$ cat src/rtl/inst_cycle_ctrl.sv
// Multi-cycle instruction sequencer: IF -> ID -> EX -> [MEM] -> WB -> COMMIT.
// Inserts MEM only for loads/stores, with a bounded wait on mem_rdy_i. Halts on trap.
module inst_cycle_ctrl #(
  parameter int MEM_TIMEOUT = 15,
  parameter int CNT_W       = 64
) (
  input  logic             clock,
  input  logic             reset,
  input  logic             mem_ren_i,
  input  logic             mem_wen_i,
  input  logic             mem_rdy_i,
  input  logic             trap_i,
  output logic             if_en_o,
  output logic             id_en_o,
  output logic             ex_en_o,
  output logic             mem_req_o,
  output logic             wb_en_o,
  output logic             commit_o,
  output logic [3:0]       state_o,
  output logic             halted_o,
  output logic             err_o,
  output logic [CNT_W-1:0] cycle_cnt_o,
  output logic [CNT_W-1:0] instr_cnt_o
);

  localparam int WAIT_W = $clog2(MEM_TIMEOUT + 1);

  typedef enum logic [3:0] {
    S_IDLE   = 4'd0,
    S_IF     = 4'd1,
    S_ID     = 4'd2,
    S_EX     = 4'd3,
    S_MEM    = 4'd4,
    S_WB     = 4'd5,
    S_COMMIT = 4'd6,
    S_HALT   = 4'd7,
    S_ERR    = 4'd8
  } state_t;

  state_t            state_reg;
  logic [WAIT_W-1:0] wait_reg;
  logic [WAIT_W-1:0] wait_inc;
  logic              halted_reg;
  logic              err_reg;
  logic [CNT_W-1:0]  cycle_reg;
  logic [CNT_W-1:0]  instr_reg;

  assign wait_inc = wait_reg + WAIT_W'(1);

  always_ff @(posedge clock) begin
    if (reset) begin
      state_reg  <= S_IDLE;
      wait_reg   <= '0;
      halted_reg <= 1'b0;
      err_reg    <= 1'b0;
      cycle_reg  <= '0;
      instr_reg  <= '0;
    end else begin
      // Cycle counter freezes once the core has stopped for good.
      if (state_reg != S_HALT && state_reg != S_ERR)
        cycle_reg <= cycle_reg + CNT_W'(1);

      case (state_reg)
        S_IDLE: state_reg <= S_IF;
        S_IF:   state_reg <= S_ID;
        S_ID:   state_reg <= S_EX;
        S_EX: begin
          if (mem_ren_i && mem_wen_i) begin
            state_reg <= S_ERR;
            err_reg   <= 1'b1;
          end else if (mem_ren_i || mem_wen_i) begin
            state_reg <= S_MEM;
            wait_reg  <= '0;
          end else begin
            state_reg <= S_WB;
          end
        end
        S_MEM: begin
          // Ready takes priority over a timeout firing in the same cycle.
          if (mem_rdy_i) begin
            state_reg <= S_WB;
          end else if (wait_inc == WAIT_W'(MEM_TIMEOUT)) begin
            state_reg <= S_ERR;
            err_reg   <= 1'b1;
          end else begin
            wait_reg <= wait_inc;
          end
        end
        S_WB: state_reg <= S_COMMIT;
        S_COMMIT: begin
          instr_reg <= instr_reg + CNT_W'(1);
          if (trap_i) begin
            state_reg  <= S_HALT;
            halted_reg <= 1'b1;
          end else begin
            state_reg <= S_IF;
          end
        end
        S_HALT: state_reg <= S_HALT;
        S_ERR:  state_reg <= S_ERR;
        default: begin
          state_reg <= S_ERR;
          err_reg   <= 1'b1;
        end
      endcase
    end
  end

  assign if_en_o     = (state_reg == S_IF);
  assign id_en_o     = (state_reg == S_ID);
  assign ex_en_o     = (state_reg == S_EX);
  assign mem_req_o   = (state_reg == S_MEM);
  assign wb_en_o     = (state_reg == S_WB);
  assign commit_o    = (state_reg == S_COMMIT);
  assign state_o     = state_reg;
  assign halted_o    = halted_reg;
  assign err_o       = err_reg;
  assign cycle_cnt_o = cycle_reg;
  assign instr_cnt_o = instr_reg;

endmodule

$ cat config.mk
export PLATFORM = sky130hd
export DESIGN_NAME = inst_cycle_ctrl
export DESIGN_NICKNAME = d
export VERILOG_FILES = /design/src/rtl/inst_cycle_ctrl.sv
export SDC_FILE = /design/constraint.sdc
export NUM_CORES = 1
export LEC_CHECK = 0
export BUFFER_PORTS_ARGS = -buffer_cell sky130_fd_sc_hd__clkbuf_2
export CAP_MARGIN = 30
export CELL_PAD_IN_SITES_DETAIL_PLACEMENT = 0
export CELL_PAD_IN_SITES_GLOBAL_PLACEMENT = 1
export CORE_UTILIZATION = 40
export CTS_CLUSTER_SIZE = 8
export DETAILED_ROUTE_END_ITERATION = 6
export PLACE_DENSITY = 0.76
export SLEW_MARGIN = 20
export SYNTH_ARGS = -nofsm -noshare
export SYNTH_HDL_FRONTEND = slang
export SYNTH_SLANG_ARGS = --single-unit
$ cat constraint.sdc
create_clock -name clock -period 3.15 [get_ports clock]
set_input_delay 0 -clock clock [delete_from_list [all_inputs] [get_ports clock]]
set_output_delay 0 -clock clock [all_outputs]
set_load 0.02 [all_outputs]
==> impl_results.md <==
- Outcome: finished, final reports clean
- RSZ-0062 raised after global routing: no
- Clk Latency, worst-skew pair: 0.42 ns
- Starting Density: slightly above 40%
- # IOs: approximately 150
- CTS Buf Count: 17
- DP HPWL: about 13000 um
- Largest net degree at the start of global routing: between 70 and 80
- Synth area leaders: dfxtp_1, a21oi_1, or4_1
- Clock Sinks: roughly 140
- CP endpoint kind: flop
- Cell leakage power: 2.98 nW
- Vias in the first global route: 6112
- Vias per Instance: 5.60
- Cell Pwr Density: between 400 and 500 mW/mm^2
- DIE AREA: about 0.018 mm^2
- First-pass detailed-route iteration total: 7
- Most used DFF post-synth: dfxtp_1
- Worst EP required: ~3.5 ns
- Commonest non-fill, non-tap cell in the layout: clkbuf_2
- Core ar.: between 0.015 and 0.02 mm^2
- Mean Syn Cell Area: slightly above 8 um^2
- Crit path max fanout: 23
- Register bit total from synthesis: around 140
- Clock Tree Buf Depth: 2
- First-pass GRT wire length: between 30000 and 40000 um
- DR WL/cell: 15.6 um
- Dominant cell type by area after synthesis: dfxtp_1
- Die Y: roughly 130 um
- Remaining Overflow, GRT: 0
- CTS resizes: 0
- Yosys top cell area share: 39.9%
- Initial DRC count: roughly 380
- Chip width: 134 um
- Worst-Margin Slew: around 0.85 ns
- # DRC: 0
- Area of the mapped netlist: ~0.007 mm^2
- Worst hold path class: primary input to flop
- Commonest cells after routing, fill and taps aside: clkbuf_2, dfxtp_1, a21oi_1
- Port buffer count: around 150
- Maxcap violations: 0
- Max Transition Viols Final: 0
- Net count, final: between 900 and 1000
- Finish-stage setup viols: 0
- Post-synthesis sequential area ratio: 39.9%
- Routed vias: 6814
- Tcrit/Tclk final: between 80 and 90%
- FMAX: between 0.3 and 0.4 GHz
- Syn Nets: 857
- Worst slew margin: between 40 and 50%
- Final WL: 19000 um
- Antenna viol nets, final: 0
- Setup CP Type: flop to flop
- Area Overhead vs Synth: 23.6%
- EDFF count, synth: 0
- Worst Path Arrival: 3.09 ns
- Gpl congestion: between 0.7 and 0.8
- TritonCTS clock tree: done
- Count of cell types in the netlist: 55
- Total chip power: approximately 4.1 mW
- Number of hold violations in the final report: 0
- Gr usage total: 21.5%
- Final setup TNS: 0 ns
- Initial antenna violation count: 0
- H-Tree Depth: 4
- Layout cell share with drive strength beyond 1: between 20% and 30%
- Num rows: between 40 and 50
- CP Launch Type: flop
- Antenna Diode Count: 0
- Asr flop ratio synth: 0%
- Syn. warnings: 0
- Fin Clk Skew: ~0.0062 ns
- Root Buffer: clkbuf_16
- Clock-pin slew on the worst setup and hold paths: ~0.06 ns
- Min Clock Period, post-route: approximately 2.8 ns
- Worst IR Drop VDD: 0.000381 V
- Cells after Synth: 847
## where the power goes
group          switching, mW  internal [mW]
clock network          0.775           1.38
logic                 0.0921         0.0454
registers             0.0122           1.75
## per-layer routing
layer	wire [um]	vias up	GRT usage (%)	part of all wire, %
li1	-	3469	-	-
met1	9500	3197	30.5	50
met2	8570	137	32.9	45
met3	774	11	4.60	4.1
met4	131	0	5.30	0.69
met5	0	-	0	0
## through the flow
step           hold WS, ns  instances  instance area [um^2]  utilization, %  setup WS (ns)
6_report            0.0629       1217                  8560            51.1          0.393
5_1_grt              0.110       1217                  8560            51.1          0.259
4_1_cts             0.0436       1217                  8560            51.1          0.406
3_5_place_dp         0.293       1181                  7890            47.0          0.424
3_3_place_gp         0.290       1181                  7890            47.0          0.481
2_1_floorplan        0.141        847                  6930               -          0.507
## kinds of logic after synthesis
| family | Yosys count | share of synthesized area, % |
|---|---|---|
| flops | 138 | 39.9 |
| simple gates | 396 | 33.0 |
| mux | 1 | 0.163 |
| compound gates | 183 | 15.7 |
| fa+ha+maj | 4 | 0.723 |
| buf+inv | 76 | 4.34 |
| xor+xnor | 49 | 6.20 |
## final cells by class
type	count	area, um^2
clock buffer	20	467
timing repair buffer	169	931
multi-input combinational	633	3860
clock inverter	12	170
tap	220	275
inverter	25	93.8
sequential	138	2760
fill	1664	8200
## synthesized netlist by cell type, drive strengths merged, types with 26 or more instances
library cell / n
dfxtp: 138
or3: 30
or4: 49
nand2: 55
xnor2: 26
a21oi: 89
nand3: 41
o31ai: 38
nand4: 50
nor2: 67
o21ai: 32
clkbuf: 43
## worst paths after layout
kind	startpoint	to	slack, ns	cells past startpoint
hold / removal	mem_ren_i	state_o[0]$_SDFFE_PP0P_	0.06	4
hold reg to reg	halted_o$_SDFFE_PP0P_	halted_o$_SDFFE_PP0P_	0.47	2
setup reg to reg	cycle_cnt_o[9]$_SDFFE_PP0N_	cycle_cnt_o[56]$_SDFFE_PP0N_	0.39	5
setup / recovery	cycle_cnt_o[9]$_SDFFE_PP0N_	cycle_cnt_o[56]$_SDFFE_PP0N_	0.39	5
## worst max-delay path, stage by stage, from the launching register on
cell     delay [ns]
dfxtp_1        0.45
nand4_2        0.16
or4_1          0.63
or3_1          0.67
or4_1          0.60
a21oi_1        0.16
## repair_timing
item                                   4_1_cts  5_1_grt
buffers inserted                             0        0
endpoints found under the hold margin        5        0
hold buffers                                 4        0
Power figures use the tool's default switching activity.
